**src/rtl/projectile_pkg.sv**
```systemverilog
// Shared types, constants and helpers for the projectile launcher and
// related slot allocators.
package projectile_pkg;

  typedef enum logic [0:0] {
    ALLOC_LOWEST = 1'b0,
    ALLOC_RR     = 1'b1
  } alloc_mode_t;

  localparam logic [7:0] FIRE_KEY_DEFAULT = 8'h29;

  // Number of set bits in a vector of up to 16 slots.
  function automatic logic [4:0] popcount(input logic [15:0] vec);
    logic [4:0] cnt;
    cnt = 5'd0;
    for (int i = 0; i < 16; i++) begin
      cnt = cnt + {4'd0, vec[i]};
    end
    return cnt;
  endfunction

endpackage

```
**src/rtl/projectile_launcher_slot_picker.sv**
```systemverilog
// Combinational slot allocator: picks the lowest set request, or the first
// set request at or after a start pointer with wrap-around.
module slot_picker
  import projectile_pkg::*;
#(
  parameter int          NUM_SLOTS  = 5,
  parameter alloc_mode_t ALLOC_MODE = ALLOC_LOWEST,
  localparam int         IW         = $clog2(NUM_SLOTS)
) (
  input  logic [NUM_SLOTS-1:0] req,
  input  logic [IW-1:0]        start,
  output logic                 valid,
  output logic [IW-1:0]        index
);

  logic [IW:0] pos_s;
  logic        hit_s;

  // Scan in priority order; the first hit is kept.
  always_comb begin
    valid = 1'b0;
    index = {IW{1'b0}};
    pos_s = {(IW+1){1'b0}};
    hit_s = 1'b0;
    for (int i = 0; i < NUM_SLOTS; i++) begin
      pos_s = (ALLOC_MODE == ALLOC_RR) ? ({1'b0, start} + (IW+1)'(i)) : (IW+1)'(i);
      pos_s = (pos_s >= (IW+1)'(NUM_SLOTS)) ? (pos_s - (IW+1)'(NUM_SLOTS)) : pos_s;
      hit_s = !valid && req[pos_s[IW-1:0]];
      index = hit_s ? pos_s[IW-1:0] : index;
      valid = valid | hit_s;
    end
  end

endmodule

```
**src/rtl/projectile_launcher.sv**
```systemverilog
// Allocates a keyboard launch request to one of NUM_SLOTS projectile movers,
// with per-press re-arm, frame cooldown and a live-projectile limit.
module projectile_launcher
  import projectile_pkg::*;
#(
  parameter int          NUM_SLOTS       = 5,
  parameter logic [7:0]  FIRE_KEY        = FIRE_KEY_DEFAULT,
  parameter int          COOLDOWN_FRAMES = 8,
  parameter alloc_mode_t ALLOC_MODE      = ALLOC_LOWEST,
  parameter int          MAX_LIVE        = NUM_SLOTS,
  localparam int         IW              = $clog2(NUM_SLOTS)
) (
  input  logic                 Clk,
  input  logic                 Reset_n,
  input  logic                 frame_clk_edge,
  input  logic [7:0]           keycode,
  input  logic                 press,
  input  logic                 dead_char,
  input  logic [NUM_SLOTS-1:0] slot_ready,
  output logic [NUM_SLOTS-1:0] fire,
  output logic [IW-1:0]        fire_idx,
  output logic                 cooldown_active,
  output logic [15:0]          launch_count
);

  localparam logic [4:0] MAX_LIVE_C = 5'(MAX_LIVE);
  localparam logic [7:0] COOLDOWN_C = 8'(COOLDOWN_FRAMES);

  logic [NUM_SLOTS-1:0] fire_r;
  logic [IW-1:0]        fire_idx_r;
  logic [IW-1:0]        rr_ptr_r;
  logic [7:0]           cooldown_r;
  logic [15:0]          launch_count_r;
  logic                 armed_r;

  logic                 key_down_s;
  logic [15:0]          busy_s;
  logic [4:0]           live_s;
  logic                 pick_valid_s;
  logic [IW-1:0]        pick_idx_s;
  logic                 launch_s;
  logic [NUM_SLOTS-1:0] fire_next_s;
  logic [IW-1:0]        rr_next_s;

  slot_picker #(
    .NUM_SLOTS (NUM_SLOTS),
    .ALLOC_MODE(ALLOC_MODE)
  ) u_picker (
    .req  (slot_ready),
    .start(rr_ptr_r),
    .valid(pick_valid_s),
    .index(pick_idx_s)
  );

  // Launch qualification and next-value computation.
  always_comb begin
    key_down_s = (keycode == FIRE_KEY) && press;
    busy_s = 16'd0;
    busy_s[NUM_SLOTS-1:0] = ~slot_ready;
    live_s = popcount(busy_s);
    launch_s = frame_clk_edge && key_down_s && armed_r && !dead_char &&
               (cooldown_r == 8'd0) && (live_s < MAX_LIVE_C) && pick_valid_s;
    fire_next_s = launch_s ? (NUM_SLOTS'(1'b1) << pick_idx_s) : {NUM_SLOTS{1'b0}};
    rr_next_s = (pick_idx_s == IW'(NUM_SLOTS - 1)) ? {IW{1'b0}} : (pick_idx_s + IW'(1'b1));
  end

  // Launcher state; everything except the strobe only moves on frame edges.
  always_ff @(posedge Clk) begin
    if (!Reset_n) begin
      fire_r         <= {NUM_SLOTS{1'b0}};
      fire_idx_r     <= {IW{1'b0}};
      rr_ptr_r       <= {IW{1'b0}};
      cooldown_r     <= 8'd0;
      launch_count_r <= 16'd0;
      armed_r        <= 1'b1;
    end else begin
      fire_r <= fire_next_s;
      if (frame_clk_edge) begin
        if (launch_s) begin
          fire_idx_r     <= pick_idx_s;
          armed_r        <= 1'b0;
          cooldown_r     <= COOLDOWN_C;
          launch_count_r <= launch_count_r + 16'd1;
          if (ALLOC_MODE == ALLOC_RR) begin
            rr_ptr_r <= rr_next_s;
          end
        end else begin
          // Refused launches leave armed alone so a held press fires later.
          if (!key_down_s) begin
            armed_r <= 1'b1;
          end
          if (cooldown_r != 8'd0) begin
            cooldown_r <= cooldown_r - 8'd1;
          end
        end
      end
    end
  end

  assign fire            = fire_r;
  assign fire_idx        = fire_idx_r;
  assign cooldown_active = (cooldown_r != 8'd0);
  assign launch_count    = launch_count_r;

endmodule

```
**config.mk**
```make
export PLATFORM = sky130hd
export DESIGN_NAME = projectile_launcher
export DESIGN_NICKNAME = d
export VERILOG_FILES = /design/src/rtl/projectile_pkg.sv /design/src/rtl/projectile_launcher_slot_picker.sv /design/src/rtl/projectile_launcher.sv
export SDC_FILE = /design/constraint.sdc
export NUM_CORES = 1
export LEC_CHECK = 0
export ABC_AREA = 1
export CAP_MARGIN = 20
export CELL_PAD_IN_SITES_DETAIL_PLACEMENT = 0
export CELL_PAD_IN_SITES_GLOBAL_PLACEMENT = 1
export CORE_UTILIZATION = 31
export DETAILED_ROUTE_END_ITERATION = 12
export HOLD_SLACK_MARGIN = 0.15
export PLACE_DENSITY_LB_ADDON = 0.3
export SYNTH_ARGS = -nofsm -noshare
export SYNTH_HDL_FRONTEND = slang
export SYNTH_SLANG_ARGS = --single-unit
```
**constraint.sdc**
```tcl
create_clock -name Clk -period 3.5 [get_ports Clk]
set_clock_uncertainty 0.2 [all_clocks]
set_input_delay 1.05 -clock Clk [delete_from_list [all_inputs] [get_ports Clk]]
set_output_delay 1.05 -clock Clk [all_outputs]
set_load 0.1 [all_outputs]
```
Word level (Yosys, flattened, before mapping)
Index checks and enable logic that the tools add are counted.
{"block": "word_totals", "ff_bits": 33, "inputBits": 18, "out_inout_bits": 25, "wordCells": 51}
{"block": "classes", "add_sub_neg": 6, "n_lt_le_gt_ge": 1, "eq_ne": 2, "shifts": 1, "mux": 8, "bitwise_logic": 5, "reduce_logical": 23}
{"cell": "16-bit by 1-bit adder with 16-bit output (second input constant)", "count": 1}
{"cell": "8-bit 2-to-1 mux", "count": 2}
{"cell": "1-bit logical AND", "count": 11}
{"cell": "3-bit 2-to-1 mux", "count": 3}
{"cell": "8-bit by 6-bit equality test with 1-bit output (second input constant)", "count": 1}
{"cell": "8-bit logical NOT", "count": 1}
{"cell": "2-bit AND reduction", "count": 4}
{"cell": "8-bit nonzero test", "count": 1}
{"cell": "8-bit by 1-bit subtractor with 8-bit output (second input constant)", "count": 1}
{"cell": "4-bit by 1-bit adder with 5-bit output", "count": 1}
{"cell": "1-bit logical NOT", "count": 5}
{"cell": "5-bit by 3-bit < comparator with 1-bit output (second input constant)", "count": 1}
{"cell": "5-bit inverter", "count": 1}
{"cell": "1-bit by 3-bit left shift with 5-bit output (first input constant)", "count": 1}
{"cell": "3-bit by 1-bit adder with 4-bit output", "count": 1}
{"cell": "1-bit bitwise OR", "count": 4}
{"cell": "2-bit by 1-bit adder with 3-bit output", "count": 1}
{"cell": "1-bit 2-to-1 mux", "count": 3}
{"cell": "1-bit by 1-bit adder with 2-bit output", "count": 1}
{"cell": "2-bit by 1-bit != test with 1-bit output (second input constant)", "count": 1}
{"cell": "2-bit nonzero test", "count": 1}

Longest topological paths before layout
Gate-level depths: netlist of the first run.
{"block": "depth", "word_depth": 15, "mapped_depth": 14, "depth_no_buf": 13}

Cells and area by module
From an unflattened synthesis of the first run, not the netlist that was laid out.
{"block": "hier_totals", "hier_cells": 305, "area_unflattened_um2": 1985.7}
{"module": "projectile_launcher", "instances": 1, "cells_per_inst": 293, "area_per_inst_um2": 1930.6, "seq_area_each_um2": 660.6}
{"module": "slot_picker", "instances": 1, "cells_per_inst": 12, "area_per_inst_um2": 55.1, "seq_area_each_um2": 0.0}

Least setup slack after synthesis of the first run
OpenSTA, ideal clock, no wires.
{"block": "synth_path", "path_kind": "input port to flip-flop", "start": "in slot_ready[0]", "end": "reg launch_count_r[12] (netlist: launch_count[12])", "setup_ps": 118, "t_arrival_ps": 3162, "required_time_ps": 3182, "path_slack_ps": 20, "path_stages": 13, "path_buffers": 1, "cell_sequence": "fa_1 > inv_1 > fa_1 > ha_1 > nand2_1 > nand2_1 > nor2_2 > nand3_2 > nor2_2 > buf_2 > nand3_1 > nand2_1 > nor2_1"}
{"block": "synth_via", "elab_chain_len": 14, "word_cells_on_any_way": 21, "cone_classes": "add/sub: 4; order compare: 1; bitwise: 5; reduce/logical: 11"}
{"item": "start, declared", "line": "projectile_launcher.sv:19", "source": "input logic [NUM_SLOTS-1:0] slot_ready,"}
{"item": "branches (longest 12 deep; another with 4-bit by 1-bit adder with 5-bit output)"}
{"item": "1-bit logical AND *", "line": "projectile_launcher.sv:62", "source": "(cooldown_r == 8'd0) && (live_s < MAX_LIVE_C) && pick_valid_s;"}
{"item": "2-bit AND reduction (no source line) *"}
{"item": "end signal, assigned", "line": "projectile_launcher.sv:83", "source": "launch_count_r <= launch_count_r + 16'd1;"}
{"item": "end, declared", "line": "projectile_launcher.sv:33", "source": "logic [15:0] launch_count_r;"}
Mark *: on every way between the ends.
A chain may end at the register's enable or synchronous reset.

Worst setup path in the final report of the first run
{"block": "layout_path", "start": "in slot_ready[0]", "end": "reg launch_count_r[0] (netlist: launch_count[0])"}
Same word-level chain as after synthesis.

==> flow_summary.json, run 1 <==
{
  "synth_edf_count": 0,
  "outcome": "complete, no violations",
  "cts_max_path_buffers": 2,
  "r2r-start": "cooldown_r[0]",
  "synth_common_cells": "57 x nor2_1, 53 x nand2_1, 42 x inv_1",
  "synth_compound_area_share_pct": 9.41,
  "async_flop_share_pct": 0,
  "synth_fp_nets": 300,
  "grt_max_degree": 15,
  "fmax_ghz": 0.298,
  "maxCapViolations": 0,
  "synth_top_area_share_pct": 36.0,
  "min_from": "cooldown_r[5]",
  "layout-drive-gt1-share_pct": 20.8,
  "dp_hpwl_microns": 3180,
  "syn_to_final_growth_pct": 38.9,
  "period_needed_ns": 3.35,
  "hp-class": "flip-flop to flip-flop",
  "powerDensity_nw_per_um2": 508,
  "yosys_warnings": 0,
  "antenna_found_initial": 0,
  "critPathKind": "input pin to flip-flop",
  "yosysMostFrequentCell": "nor2_1",
  "fin_ws_ns": 0.148,
  "synth-seq-cells": 33,
  "gr-total-overflow": 0,
  "cts-root-buf": "clkbuf_8",
  "cts_tree": "done",
  "detail_route.wirelength_microns": 4580,
  "holdPathEnd": "cooldown_r[5]",
  "postSynthAreaPerCell_sq_um": 6.70,
  "fp.coreArea_sq_um": 5610,
  "setup_viol": 0,
  "synth-xor-area-share_pct": 0.954,
  "hold_viol_final": 0,
  "grtUsageTotal_pct": 15.4,
  "final_antenna_net_count": 0,
  "r2r_end": "launch_count[5]",
  "r2r_cells": 11,
  "synth_largest_area_cell": "dfxtp_1",
  "crit_path_end_kind": "flip-flop",
  "synth_area_leaders": "dfxtp_1 36%, nor2_1 12%, nand2_1 11%",
  "fp-row-count": 27,
  "maxSlewHeadroom_pct": 63.5,
  "min_path_cells": 2,
  "fp.dieW_microns": 79.0,
  "synthAdderAreaFrac_pct": 6.27,
  "clock_sinks": 33,
  "critPathRequiredTime_ns": 3.52,
  "dp_slack_ns": -0.529,
  "die_area_sq_um": 6230,
  "rsz0062_at_grt": "false",
  "avgRoutedWirePerCell_microns": 11.2,
  "drt-initial-drc-count": 69,
  "drv_slew": 0,
  "dieHeight_microns": 79.0,
  "critPathMaxFanout": 4,
  "yosysSeqAreaShare_pct": 36.0,
  "yosys_most_used_dff": "dfxtp_1",
  "p_leak_uw": 0.00118,
  "cp.arrival_ns": 3.37,
  "clk_latency_ns": 0.28,
  "synthCells": 274,
  "grt_pass1_vias": 1629,
  "drt-pass1-iter-count": 4,
  "ir_worst_vdd_mv": 0.206,
  "antenna_cells": 0,
  "finalCritPeriodShare_pct": 95.8,
  "p_total_uw": 1300,
  "synth_top_family_by_area": "simple AND/OR/NAND/NOR gates",
  "nNetsFinal": 362,
  "syn_area_sq_um": 1840,
  "boundaryPins": 43,
  "yosysUniqueCellTypes": 24,
  "grt_pass1_wl_microns": 7480,
  "path_clk_slew_ns": 0.07,
  "cts_buffers": 5,
  "place_congestion": 0.729,
  "tightest_slew_ns": 0.547,
  "portBuffers": 42,
  "initial_core_util_pct": 32.7,
  "drt-vias-per-instance": 4.45,
  "yosys.area_share.simple_pct": 35.9,
  "muxShareOfSynthArea_pct": 0,
  "drc_errors": 0,
  "holdBufCountCts": 0,
  "vias": 1819,
  "cp-start-kind": "input pin",
  "cts_max_level": 2,
  "reg2reg_setup_slack_ns": 1.56
}
[layout by cell type, fill, tap and decap left out, types with 4 or more instances in the layout]
cell type        synthesis  routed
nor2_1                  57      57
nand2_1                 53      52
inv_1                   42      42
buf_4                    0      40
dfxtp_1                 33      33
nand3_1                 22      21
a21oi_1                 15      15
clkdlybuf4s50_1          0      14
o21ai_0                 11      10
nand4_1                  5       5
ha_1                     6       5
clkbuf_8                 0       5
nand3_2                  3       4
nor3_1                   4       4
a21oi_2                  4       4
[report_power, final]
part           internal [uW]  switching, uW  total [uW]
registers                421           43.9         465
logic                    201            353         554
clock network            141            135         277
[cells by family after synthesis]
logic type	count (synthesis)
AO/OA/AOI/OAI	31
XOR/XNOR	2
adder cells (fa/ha/maj)	8
buffers and inverters	49
flip-flops	33
AND/OR/NAND/NOR	151
[worst max-delay path, stage by stage]
cell and delay, ns:
clkbuf_2 0.10, fa_1 0.52, inv_1 0.05, fa_2 0.35
ha_4 0.27, nand2_1 0.04, nand2_1 0.07, nor2_2 0.05
buf_4 0.12, buf_4 0.12, buf_4 0.12, buf_4 0.12
buf_4 0.14, nand3_1 0.07, o21ai_0 0.09, nor2_1 0.10
[flip-flops by register name, indices dropped and copies added (netlist names)]
signal / count
cooldown_r: 8
launch_count: 16
fire: 5
armed_r: 1
fire_idx: 3
[how the worst max path moves through the flow]
| stage | startpoint | endpoint | slack (ns) | depth (start not counted) |
|---|---|---|---|---|
| after floorplan | slot_ready[0] | launch_count[12] | 0.02 | 13 |
| final | slot_ready[0] | launch_count[0] | 0.15 | 16 |
| after global routing | slot_ready[0] | launch_count[3] | 0.05 | 16 |
| after global placement | slot_ready[0] | launch_count[8] | -0.49 | 15 |
| after CTS | slot_ready[0] | launch_count[7] | 0.009 | 15 |
| after detailed placement | slot_ready[0] | launch_count[8] | -0.53 | 15 |
[metal layers]
metal | global-route usage (%) | wire [microns] | up-vias
met4 | 5.09 | 57 | 0
li1 | - | - | 981
met1 | 19.8 | 2210 | 791
met2 | 24.8 | 2070 | 41
met3 | 4.37 | 235 | 6
met5 | 0 | 0 | -
[timing repair]
item                                    in CTS  in global routing
gates resized for setup                      9                  8
pin swaps                                    4                  5
gates cloned                                 2                  0
endpoints found under the setup margin      31                 31
setup buffers                                7                  1
[through the flow]
stage | utilization, % | std cells | instance area, sq um | hold slack [ns] | TNS (ns)
after global routing | 45.5 | 409 | 2550 | 0.318 | 0
final | 45.5 | 409 | 2550 | 0.284 | 0
after detailed placement | 41.3 | 391 | 2320 | 0.275 | -13.76
after floorplan | - | 274 | 1840 | 0.248 | 0
after CTS | 45.2 | 408 | 2540 | 0.286 | 0
after global placement | 41.3 | 391 | 2320 | 0.275 | -13.06
[layout make-up]
type / instances / area [sq um]
Fill cell: 594 / 3060
Timing Repair Buffer: 62 / 571
Sequential cell: 33 / 661
Clock buffer: 8 / 80.1
Multi-Input combinational cell: 192 / 991
Inverter: 42 / 158
Tap cell: 72 / 90.1
Power figures use the tool's default switching activity.
==> inputs of run 2 (changes only) <==
Settings changed: HOLD_SLACK_MARGIN 0.15 to unset.
==> results of run 2 <==
Same layout as run 1: the final DEF is identical, and so are final timing and power.
